===== src/rtl/msm_arr_engine_if.sv =====
// Handshake and memory-port bundle for msm_arr_engine.
// slave: the engine side; master: the controller / memory side.
interface msm_arr_engine_if #(
  parameter int AWIDTH = 7
);
  logic              ap_start;
  logic              ap_done;
  logic              ap_idle;
  logic              ap_ready;

  logic [AWIDTH-1:0] P_arr_x_address0;
  logic [AWIDTH-1:0] P_arr_y_address0;
  logic [AWIDTH-1:0] P_arr_z_address0;
  logic [AWIDTH-1:0] K_arr_address0;
  logic              P_arr_x_ce0;
  logic              P_arr_y_ce0;
  logic              P_arr_z_ce0;
  logic              K_arr_ce0;
  logic [12:0]       P_arr_x_q0;
  logic [12:0]       P_arr_y_q0;
  logic [12:0]       P_arr_z_q0;
  logic [12:0]       K_arr_q0;

  logic [4:0]        B_i_address0;
  logic [4:0]        B_i_address1;
  logic              B_i_ce0;
  logic              B_i_ce1;
  logic              B_i_we0;
  logic              B_i_we1;
  logic [31:0]       B_i_d0;
  logic [31:0]       B_i_d1;

  modport slave (
    input  ap_start,
    output ap_done, ap_idle, ap_ready,
    output P_arr_x_address0, P_arr_y_address0, P_arr_z_address0, K_arr_address0,
    output P_arr_x_ce0, P_arr_y_ce0, P_arr_z_ce0, K_arr_ce0,
    input  P_arr_x_q0, P_arr_y_q0, P_arr_z_q0, K_arr_q0,
    output B_i_address0, B_i_address1, B_i_ce0, B_i_ce1,
    output B_i_we0, B_i_we1, B_i_d0, B_i_d1
  );

  modport master (
    output ap_start,
    input  ap_done, ap_idle, ap_ready,
    input  P_arr_x_address0, P_arr_y_address0, P_arr_z_address0, K_arr_address0,
    input  P_arr_x_ce0, P_arr_y_ce0, P_arr_z_ce0, K_arr_ce0,
    output P_arr_x_q0, P_arr_y_q0, P_arr_z_q0, K_arr_q0,
    input  B_i_address0, B_i_address1, B_i_ce0, B_i_ce1,
    input  B_i_we0, B_i_we1, B_i_d0, B_i_d1
  );
endinterface


===== src/rtl/msm_arr_engine.sv =====
// MSM bucket-accumulation engine: streams N points and scalars, sorts each
// point into one of 32 buckets by a 5-bit scalar window, accumulates x/y
// modulo 8191 plus a saturating count, then dumps buckets two per cycle.
// Optional build macro: MSM_ARR_INF_SKIP_EN (points with z == 0 are skipped).
//
// state   | meaning
// --------+-----------------------------------------------------------
// IDLE    | waiting for ap_start; buckets cleared on acceptance
// READ    | k = 0..N: issue read k (k<N), accumulate point k-1 (k>=1)
// WRITE   | w = 0..15: write buckets 2w / 2w+1 on ports 0 / 1
// DONE    | one-cycle ap_done / ap_ready pulse
module msm_arr_engine #(
  parameter int AWIDTH    = 7,
  parameter int N         = 128,
  parameter int WIN_SHIFT = 0
) (
  input  logic               ap_clk,
  input  logic               ap_rst,
  msm_arr_engine_if.slave    bus
);

  localparam logic [1:0] ST_IDLE  = 2'd0;
  localparam logic [1:0] ST_READ  = 2'd1;
  localparam logic [1:0] ST_WRITE = 2'd2;
  localparam logic [1:0] ST_DONE  = 2'd3;

  localparam logic [12:0]     P_MOD  = 13'd8191;
  localparam logic [AWIDTH:0] K_LAST = (AWIDTH+1)'(N);

  logic [1:0]        state_q;
  logic [AWIDTH:0]   k_q;
  logic [3:0]        w_q;
  logic [31:0]       bucket_q [32];

  logic              rd_en;
  logic              acc_phase;
  logic              acc_en;
  logic              wr_en;
  logic              pt_valid;
  logic [12:0]       x_red;
  logic [12:0]       y_red;
  logic [17:0]       k_ext;
  logic [4:0]        digit;
  logic [31:0]       cur_word;
  logic [5:0]        cnt_next;
  logic [31:0]       new_word;

  function automatic logic [12:0] mod_add(input logic [12:0] a, input logic [12:0] b);
    logic [13:0] s;
    s = {1'b0, a} + {1'b0, b};
    if (s >= {1'b0, P_MOD}) s = s - {1'b0, P_MOD};
    return s[12:0];
  endfunction

  assign rd_en     = (state_q == ST_READ) && (k_q != K_LAST);
  assign acc_phase = (state_q == ST_READ) && (k_q != '0);
  assign wr_en     = (state_q == ST_WRITE);

  // 8191 is congruent to 0, so fold it before accumulation.
  assign x_red = (bus.P_arr_x_q0 == P_MOD) ? 13'd0 : bus.P_arr_x_q0;
  assign y_red = (bus.P_arr_y_q0 == P_MOD) ? 13'd0 : bus.P_arr_y_q0;

`ifdef MSM_ARR_INF_SKIP_EN
  logic [12:0] z_red;
  assign z_red    = (bus.P_arr_z_q0 == P_MOD) ? 13'd0 : bus.P_arr_z_q0;
  assign pt_valid = (z_red != 13'd0);
`else
  logic unused_z;
  assign unused_z = ^bus.P_arr_z_q0;
  assign pt_valid = 1'b1;
`endif

  // Zero-extended scalar so windows reaching past bit 12 read zeros.
  assign k_ext = {5'd0, bus.K_arr_q0};
  assign digit = 5'(k_ext >> WIN_SHIFT);

  assign acc_en   = acc_phase && pt_valid;
  assign cur_word = bucket_q[digit];
  assign cnt_next = (cur_word[5:0] == 6'd63) ? 6'd63 : cur_word[5:0] + 6'd1;
  assign new_word = {mod_add(cur_word[31:19], y_red),
                     mod_add(cur_word[18:6], x_red),
                     cnt_next};

  // Outputs decode from registered state, so reset forces them low at once.
  assign bus.ap_idle  = (state_q == ST_IDLE);
  assign bus.ap_done  = (state_q == ST_DONE);
  assign bus.ap_ready = (state_q == ST_DONE);

  assign bus.P_arr_x_address0 = rd_en ? k_q[AWIDTH-1:0] : '0;
  assign bus.P_arr_y_address0 = rd_en ? k_q[AWIDTH-1:0] : '0;
  assign bus.P_arr_z_address0 = rd_en ? k_q[AWIDTH-1:0] : '0;
  assign bus.K_arr_address0   = rd_en ? k_q[AWIDTH-1:0] : '0;
  assign bus.P_arr_x_ce0      = rd_en;
  assign bus.P_arr_y_ce0      = rd_en;
  assign bus.P_arr_z_ce0      = rd_en;
  assign bus.K_arr_ce0        = rd_en;

  assign bus.B_i_address0 = wr_en ? {w_q, 1'b0} : '0;
  assign bus.B_i_address1 = wr_en ? {w_q, 1'b1} : '0;
  assign bus.B_i_ce0      = wr_en;
  assign bus.B_i_ce1      = wr_en;
  assign bus.B_i_we0      = wr_en;
  assign bus.B_i_we1      = wr_en;
  assign bus.B_i_d0       = wr_en ? bucket_q[{w_q, 1'b0}] : '0;
  assign bus.B_i_d1       = wr_en ? bucket_q[{w_q, 1'b1}] : '0;

  // Sequencer: read index k, write index w, and phase transitions.
  always_ff @(posedge ap_clk or posedge ap_rst) begin
    if (ap_rst) begin
      state_q <= ST_IDLE;
      k_q     <= '0;
      w_q     <= '0;
    end else begin
      case (state_q)
        ST_IDLE: begin
          if (bus.ap_start) begin
            state_q <= ST_READ;
            k_q     <= '0;
          end
        end
        ST_READ: begin
          if (k_q == K_LAST) begin
            state_q <= ST_WRITE;
            w_q     <= '0;
          end else begin
            k_q <= k_q + 1'b1;
          end
        end
        ST_WRITE: begin
          if (w_q == 4'd15) state_q <= ST_DONE;
          else              w_q     <= w_q + 4'd1;
        end
        default: begin
          state_q <= ST_IDLE;
          k_q     <= '0;
          w_q     <= '0;
        end
      endcase
    end
  end

  // Bucket file: cleared on run acceptance, one single-cycle update per point.
  always_ff @(posedge ap_clk or posedge ap_rst) begin
    if (ap_rst) begin
      for (int i = 0; i < 32; i++) bucket_q[i] <= '0;
    end else if ((state_q == ST_IDLE) && bus.ap_start) begin
      for (int i = 0; i < 32; i++) bucket_q[i] <= '0;
    end else if (acc_en) begin
      bucket_q[digit] <= new_word;
    end
  end

endmodule


===== src/flat_wrapper.sv =====
// flat-port wrapper written by rule: the top's interface ports become plain ports
module msm_arr_engine_flat 
#(
  parameter int AWIDTH    = 7,
  parameter int N         = 128,
  parameter int WIN_SHIFT = 0
)
  (ap_clk, ap_rst, bus_ap_start, bus_ap_done, bus_ap_idle, bus_ap_ready, bus_P_arr_x_address0, bus_P_arr_y_address0, bus_P_arr_z_address0, bus_K_arr_address0, bus_P_arr_x_ce0, bus_P_arr_y_ce0, bus_P_arr_z_ce0, bus_K_arr_ce0, bus_P_arr_x_q0, bus_P_arr_y_q0, bus_P_arr_z_q0, bus_K_arr_q0, bus_B_i_address0, bus_B_i_address1, bus_B_i_ce0, bus_B_i_ce1, bus_B_i_we0, bus_B_i_we1, bus_B_i_d0, bus_B_i_d1);
  msm_arr_engine_if #(.AWIDTH(AWIDTH)) bus_i ();
  input  logic ap_clk;
  input  logic ap_rst;
  input wire logic [$bits(bus_i.ap_start)-1:0] bus_ap_start;
  output wire logic [$bits(bus_i.ap_done)-1:0] bus_ap_done;
  output wire logic [$bits(bus_i.ap_idle)-1:0] bus_ap_idle;
  output wire logic [$bits(bus_i.ap_ready)-1:0] bus_ap_ready;
  output wire logic [$bits(bus_i.P_arr_x_address0)-1:0] bus_P_arr_x_address0;
  output wire logic [$bits(bus_i.P_arr_y_address0)-1:0] bus_P_arr_y_address0;
  output wire logic [$bits(bus_i.P_arr_z_address0)-1:0] bus_P_arr_z_address0;
  output wire logic [$bits(bus_i.K_arr_address0)-1:0] bus_K_arr_address0;
  output wire logic [$bits(bus_i.P_arr_x_ce0)-1:0] bus_P_arr_x_ce0;
  output wire logic [$bits(bus_i.P_arr_y_ce0)-1:0] bus_P_arr_y_ce0;
  output wire logic [$bits(bus_i.P_arr_z_ce0)-1:0] bus_P_arr_z_ce0;
  output wire logic [$bits(bus_i.K_arr_ce0)-1:0] bus_K_arr_ce0;
  input wire logic [$bits(bus_i.P_arr_x_q0)-1:0] bus_P_arr_x_q0;
  input wire logic [$bits(bus_i.P_arr_y_q0)-1:0] bus_P_arr_y_q0;
  input wire logic [$bits(bus_i.P_arr_z_q0)-1:0] bus_P_arr_z_q0;
  input wire logic [$bits(bus_i.K_arr_q0)-1:0] bus_K_arr_q0;
  output wire logic [$bits(bus_i.B_i_address0)-1:0] bus_B_i_address0;
  output wire logic [$bits(bus_i.B_i_address1)-1:0] bus_B_i_address1;
  output wire logic [$bits(bus_i.B_i_ce0)-1:0] bus_B_i_ce0;
  output wire logic [$bits(bus_i.B_i_ce1)-1:0] bus_B_i_ce1;
  output wire logic [$bits(bus_i.B_i_we0)-1:0] bus_B_i_we0;
  output wire logic [$bits(bus_i.B_i_we1)-1:0] bus_B_i_we1;
  output wire logic [$bits(bus_i.B_i_d0)-1:0] bus_B_i_d0;
  output wire logic [$bits(bus_i.B_i_d1)-1:0] bus_B_i_d1;
  assign bus_i.ap_start = bus_ap_start;
  assign bus_ap_done = bus_i.ap_done;
  assign bus_ap_idle = bus_i.ap_idle;
  assign bus_ap_ready = bus_i.ap_ready;
  assign bus_P_arr_x_address0 = bus_i.P_arr_x_address0;
  assign bus_P_arr_y_address0 = bus_i.P_arr_y_address0;
  assign bus_P_arr_z_address0 = bus_i.P_arr_z_address0;
  assign bus_K_arr_address0 = bus_i.K_arr_address0;
  assign bus_P_arr_x_ce0 = bus_i.P_arr_x_ce0;
  assign bus_P_arr_y_ce0 = bus_i.P_arr_y_ce0;
  assign bus_P_arr_z_ce0 = bus_i.P_arr_z_ce0;
  assign bus_K_arr_ce0 = bus_i.K_arr_ce0;
  assign bus_i.P_arr_x_q0 = bus_P_arr_x_q0;
  assign bus_i.P_arr_y_q0 = bus_P_arr_y_q0;
  assign bus_i.P_arr_z_q0 = bus_P_arr_z_q0;
  assign bus_i.K_arr_q0 = bus_K_arr_q0;
  assign bus_B_i_address0 = bus_i.B_i_address0;
  assign bus_B_i_address1 = bus_i.B_i_address1;
  assign bus_B_i_ce0 = bus_i.B_i_ce0;
  assign bus_B_i_ce1 = bus_i.B_i_ce1;
  assign bus_B_i_we0 = bus_i.B_i_we0;
  assign bus_B_i_we1 = bus_i.B_i_we1;
  assign bus_B_i_d0 = bus_i.B_i_d0;
  assign bus_B_i_d1 = bus_i.B_i_d1;
  msm_arr_engine #(.AWIDTH(AWIDTH), .N(N), .WIN_SHIFT(WIN_SHIFT)) u_core (.ap_clk(ap_clk), .ap_rst(ap_rst), .bus(bus_i));
endmodule

===== config.mk =====
export PLATFORM = sky130hd
export DESIGN_NAME = msm_arr_engine_flat
export DESIGN_NICKNAME = d
export VERILOG_FILES = /design/src/rtl/msm_arr_engine_if.sv /design/src/rtl/msm_arr_engine.sv /design/src/flat_wrapper.sv
export SDC_FILE = /design/constraint.sdc
export NUM_CORES = 2
export LEC_CHECK = 0
export CELL_PAD_IN_SITES_DETAIL_PLACEMENT = 0
export CELL_PAD_IN_SITES_GLOBAL_PLACEMENT = 1
export CORE_MARGIN = 2
export CORE_UTILIZATION = 38
export CTS_CLUSTER_DIAMETER = 30
export DETAILED_ROUTE_END_ITERATION = 10
export PLACE_DENSITY_LB_ADDON = 0.1
export RECOVER_POWER = 25
export SLEW_MARGIN = 25
export SYNTH_ARGS = -nofsm -noshare
export SYNTH_HDL_FRONTEND = slang
export SYNTH_SLANG_ARGS = --single-unit

===== constraint.sdc =====
create_clock -name ap_clk -period 47.3 [get_ports ap_clk]
set_input_delay 9.46 -clock ap_clk [delete_from_list [all_inputs] [get_ports ap_clk]]
set_output_delay 9.46 -clock ap_clk [all_outputs]
set_load 0.005 [all_outputs]

# Word-level counts from Yosys, hierarchy flattened
# Index checks and enable logic that the tools add are counted.
dict set report word_totals {
  reg_bits 1038
  inputBits 55
  out_inout_bits 113
  word_cells 111
}
dict set report op_classes {
  n_addsub 7
  order_cmp 6
  n_eq_ne 14
  mux 34
  n_bitwise 5
  reduce_logical 10
}
# op n
set op_table {}
lappend op_table {{two-way mux 1024 bit} 2}
lappend op_table {{bitwise mux 1024 bit} 1}
lappend op_table {{binary-select mux 32 bit (select 5 bit)} 3}
lappend op_table {{two-way mux 32 bit} 9}
lappend op_table {{demux 32 bit (select 5 bit)} 1}
lappend op_table {{two-way mux 13 bit} 4}
lappend op_table {{adder 13 x 13 -> 14 bit} 2}
lappend op_table {{greater-or-equal comparator 14 x 13 -> 1 bit (second input constant)} 2}
lappend op_table {{== test 13 bit (second input constant)} 2}
lappend op_table {{subtractor 13 bit (second input constant)} 2}
lappend op_table {{case mux 8 bit (3 select lines)} 1}
lappend op_table {{greater-or-equal comparator 6 bit (second input constant)} 3}
lappend op_table {{inverter 5 -> 6 bit} 3}
lappend op_table {{two-way mux 8 bit} 2}
lappend op_table {{case mux 4 bit (3 select lines)} 1}
lappend op_table {{two-way mux 5 bit} 2}
lappend op_table {{!= test 2 bit (second input constant)} 5}
lappend op_table {{AND reduction 3 bit} 3}
lappend op_table {{adder 8 x 1 -> 8 bit (second input constant)} 1}
lappend op_table {{== test 8 bit (second input constant)} 1}
lappend op_table {{two-way mux 4 bit} 2}
lappend op_table {{!= test 8 bit (second input constant)} 1}
lappend op_table {{nonzero test 8 bit} 1}
lappend op_table {{two-way mux 7 bit} 1}
lappend op_table {{14 further kinds} 21}

# Logic depth before layout (Yosys ltp)
dict set report depth {
  word_depth 10
  mapped_depth 25
  depth_no_buf 15
}

# Worst setup path before layout
# OpenSTA, ideal clock, no wires.
dict set report synth_path {
  kind {in2reg}
  startpoint {in bus_K_arr_q0[0]}
  endpoint {reg u_core.bucket_q[1017] (netlist name)}
  setup_time_ns 0.138
  t_arrival_ns 15.121
  required_time_ns 47.162
  slack_ns 32.041
  stages 23
  path_buffers 10
  cell_sequence {buf_4 > buf_4 > buf_4 > buf_4 > buf_4 > buf_2 > buf_1 > clkbuf_1 > mux4_2 > a22oi_1 > nand4_1 > ha_1 > fa_1 > a211oi_1 > o21ai_0 > xnor2_1 > nor3_1 > nand4_1 > o31ai_2 > buf_2 > and2_1 > clkbuf_1 > o211ai_1}
}
dict set report synth_between {
  elab_chain_cells 10
  elab_cells_between_ends 16
  cone_classes {add/sub (2); order compare (3); mux (9); bitwise (1); reduce/logical (1)}
}
# item line
set synth_lines {}
lappend synth_lines {{start, declared} flat_wrapper.sv:27} ;# input wire logic [$bits(bus_i.K_arr_q0)-1:0] bus_K_arr_q0;
lappend synth_lines {{inverter 5 -> 6 bit (not written as such) (*)} {msm_arr_engine.sv:78, msm_arr_engine.sv:149}}
lappend synth_lines {{binary-select mux 32 bit (select 5 bit)} msm_arr_engine.sv:78} ;# assign cur_word = bucket_q[digit];
lappend synth_lines {{two-way mux 32 bit (not written as such) (2 in a row)} msm_arr_engine.sv:78}
lappend synth_lines {{adder 13 x 13 -> 14 bit} msm_arr_engine.sv:50} ;# s = {1'b0, a} + {1'b0, b};
lappend synth_lines {{subtractor 13 bit or greater-or-equal comparator 14 x 13 -> 1 bit (tied branches)} msm_arr_engine.sv:51} ;# if (s >= {1'b0, P_MOD}) s = s - {1'b0, P_MOD};
lappend synth_lines {{two-way mux 13 bit} msm_arr_engine.sv:51}
lappend synth_lines {{bitwise mux 1024 bit (*)} msm_arr_engine.sv:149} ;# bucket_q[digit] <= new_word;
lappend synth_lines {{two-way mux 1024 bit (*)} msm_arr_engine.sv:148} ;# end else if (acc_en) begin
lappend synth_lines {{two-way mux 1024 bit (*)} msm_arr_engine.sv:146} ;# end else if ((state_q == ST_IDLE) && bus.ap_start) begin
lappend synth_lines {{end signal, assigned by index} msm_arr_engine.sv:149}
lappend synth_lines {{end, declared} msm_arr_engine.sv:33} ;# logic [31:0] bucket_q [32];
# Mark *: on every way between the ends. The rest lies on a longest branch, timed or not. The select of a mux whose other input is x is not followed.
# A chain may end at the register's enable or synchronous reset.

==> implementation parameters <==
Parameter                              Value

CTS
  Clock sink total ... 1038
  Latest clock arrival within the worst-skew pair ... 0.91 ns
  Deepest level of the CTS H-tree ... 5
  CTS buffer count ... 302
  CTS clock-pin slew for the worst setup and hold paths ... 0.04 ns
  Bufs on Longest Clock Path ... 4
  Post-CTS setup-driven buffer insertion count ... 0
  Post-CTS sizing ... 0
  Cts-stage hold buffer count ... 0
  Buffer type at the clock tree root ... clkbuf_16
  TritonCTS clock tree ... yes

Synthesis
  Yosys warning count ... 0
  Part of the Yosys area used for sequential elements ... 45.72%
  Synthesis-stage register bit count ... 1038
  Area of the mapped netlist ... 56820 µm²
  Post-synth EDFFs ... 0
  Number of distinct library cells after synthesis ... 70
  Net count after synthesis ... 4597
  Dominant register cell in the synthesized netlist ... dfrtp_1
  Count of mapped cells out of synthesis ... 4504
  Syn Area/Cell ... 12.61 µm²
  Fraction of synthesis flops using an asynchronous set or reset pin ... 100.0%

Detailed routing
  Vias post-DR ... 47161
  Number of vias per cell ... 6.995
  Length of the first detailed-routing pass in iterations ... 6
  ANT nets after route ... 0
  Total detailed-routing wirelength ... 259600 µm
  Avg WL per Cell ... 38.50 µm
  Remaining design rule violation count ... 0
  Number of DRC markers in iteration 0 ... 5957

Setup path
  Cell occurring most often along the worst timing path ... clkbuf_1
  Kind of critical path ... primary input to async pin
  Max Fanout on Critical Path ... 124
  Worst endpoint required time ... 46.56 ns
  CP Cell Sequence ... dlygate4sd3_1, clkinvlp_2, clkbuf_1, clkbuf_1
  CP Capture Type ... async pin
  Data arrival time of the critical path ... 19.75 ns
  Largest stage delay, worst path ... 4.94 ns
  Worst path slowest cell ... clkbuf_1
  Kind of start point of the critical path ... primary input

Placed design
  Quantity of I/O buffers inserted on ports ... 145
  Worst Setup Slack post-DPL ... 29.54 ns
  Last weighted congestion value of the routability-driven placer ... 0.8506
  Detailed-placement wirelength estimate ... 151600 µm

Timing
  Post-layout minimum cycle time ... 20.49 ns
  Setup violators final ... 0
  Skew final ... 0.07637 ns
  Final TNS setup ... 0 ns
  RSZ-0062 raised after global routing ... false
  Hold Vio Cnt, Final ... 0
  Worst Max-Slew Pin Slew ... 6.876 ns
  Max-slew violation count ... 660
  Share of the cycle needed by the critical path after routing ... 43.32%
  Max Freq ... 48.81 MHz
  Setup WS post-layout ... 26.81 ns
  Worst-case headroom to the max-slew limit ... -358.4%

Floorplanning
  Row Count ... 141
  Vertical die dimension ... 390.7 µm
  Ports placed on the boundary ... 168
  Initial Util ... 38.39%
  Core Area ... 148000 µm²
  Die outline width ... 390.7 µm
  Die Footprint ... 152600 µm²

Hold path
  Worst min-delay path class ... flop to flop

Power and ir drop
  Pleak ... 28.52 nW
  Ratio of total power to cell area ... 71.49 nW/µm²
  Maximum VDD drop ... 0.00006361 V

Global route
  Pin count of the biggest net entering global routing ... 175
  Global-route usage over all layers ... 34.01%
  Total congestion overflow ... 0
  Antenna violations before repair ... 16
  First-pass GRT wire length ... 367600 µm
  Vias in the first global route ... 46487

Run
  Total of max-cap violations ... 10

Cells and area
  Commonest non-fill, non-tap cell in the layout ... dfrtp_1
  Fraction of layout instances using a drive strength above 1 ... 28.70%
  Final net count ... 4669
  Area growth from synthesis to layout ... 24.74%
  Most frequent cells in the layout ... dfrtp_1 (1035), mux4_2 (576), a22o_1 (551), nand2_1 (448), clkbuf_16 (306)

Status
  Outcome ... finished, violations left
  Failing checks ... max-capacitance violations, max-slew violations
==> registers in the layout (all words and copies together), names as in the netlist <==
name	flops
u_core.w_q	4
u_core.k_q	8
u_core.state_q	2
u_core.bucket_q	1024
==> metal layers <==
metal	vias to the layer above	GRT usage (%)	share of wire (%)
li1	18193	-	-
met1	25207	47.41	41
met2	3097	49.41	44
met3	646	8.995	10
met4	18	15.99	4.8
met5	-	0	0.044
==> power by group <==
group	total [mW]	internal (mW)	switching [mW]	leakage [nW]
clock	2.03	1.42	0.613	4.94
combinational	1.47	0.657	0.817	10.4
sequential	1.56	1.26	0.304	13.2
==> final cells by class <==
cell class	count	area, µm²
Antenna cell	11	27.53
Inverter	18	68.82
Clock buffer	395	8502
Fill cell	12944	77140
Sequential cell	1038	25990
Multi-Input combinational cell	2899	29400
Clock inverter	134	1662
Timing Repair Buffer	317	2810
Tap cell	1930	2415
==> path summary, 6_finish.rpt <==
check	depth (start not counted)	to	slack (ns)	start
worst max-delay path	4	u_core.bucket_q[16]	26.81	ap_rst
worst min-delay path	2	u_core.bucket_q[270]	0.50	u_core.bucket_q[270]
worst max register to register	16	u_core.bucket_q[922]	40.05	u_core.bucket_q[19]
worst min register to register	2	u_core.bucket_q[270]	0.50	u_core.bucket_q[270]
max in group ap_clk	6	bus_B_i_d0[13]	29.11	u_core.w_q[0]
min in group asynchronous	2	u_core.bucket_q[127]	10.32	ap_rst
==> worst max-delay path, delay by kind of cell <==
family	cells	cell delay [ns]
buffers and inverters	4	9.98
==> synth_stat cells, types with 5 or more instances <==
cell      instances  share of area (%)
o21a_1            6              0.079
clkbuf_1        406                2.7
dfrtp_1        1038                 46
buf_2            43               0.38
o211ai_1         70               0.92
mux4_2          576                 23
a21oi_1          59               0.52
a211o_1           6              0.092
nand4_1         125                1.4
a22oi_1         124                1.6
nor3_1           26               0.23
a22o_1          551                8.5
or2_2             5              0.055
and3_1            9              0.099
a32o_1          155                2.7
o21ai_0         241                2.1
a211oi_1          6              0.079
a21o_1           13               0.17
a221o_1          13               0.23
a31o_2            8               0.12
nor4_1            9              0.099
or3_1             9              0.099
o22ai_1          15               0.17
buf_4            39               0.52
and2_1           88               0.97
xnor2_1           7               0.11
o21ai_1           8              0.070
nor2_1           91               0.60
nor2b_1          30               0.33
nand3_1          46               0.41
nand2_1         450                3.0
ha_1             36               0.79
nor3b_1           6              0.079
inv_1            18               0.12
a31oi_1          27               0.30
xor2_1           18               0.28
buf_1            61               0.40
==> logic make-up (layout without fill, tap and decap cells) <==
logic type,count (synthesis),count (layout),synth area share [%]
AO/OA/AOI/OAI,1334,1334,18.29
XOR/XNOR,25,25,0.3854
adder cells (fa/ha/maj),38,38,0.8632
buffers and inverters,567,864,4.098
flip-flops,1038,1038,45.72
multiplexers,582,582,22.94
other,1,12,0.006600
AND/OR/NAND/NOR,919,919,7.694
==> per-stage QoR <==
stage	power [mW]	util [%]	cells	hold slack (ns)	area, µm²
4_1_cts	5.051	47.83	6728	0.4958	70800
5_1_grt	5.273	47.87	6736	0.5204	70860
6_report	5.066	47.88	6742	0.4983	70870
3_5_place_dp	3.010	40.96	6199	0.4860	60630
2_1_floorplan	2.513	-	4504	0.4602	56820
3_3_place_gp	2.993	40.94	6198	0.4761	60600
Note: power is estimated with default switching activity, not from simulation.
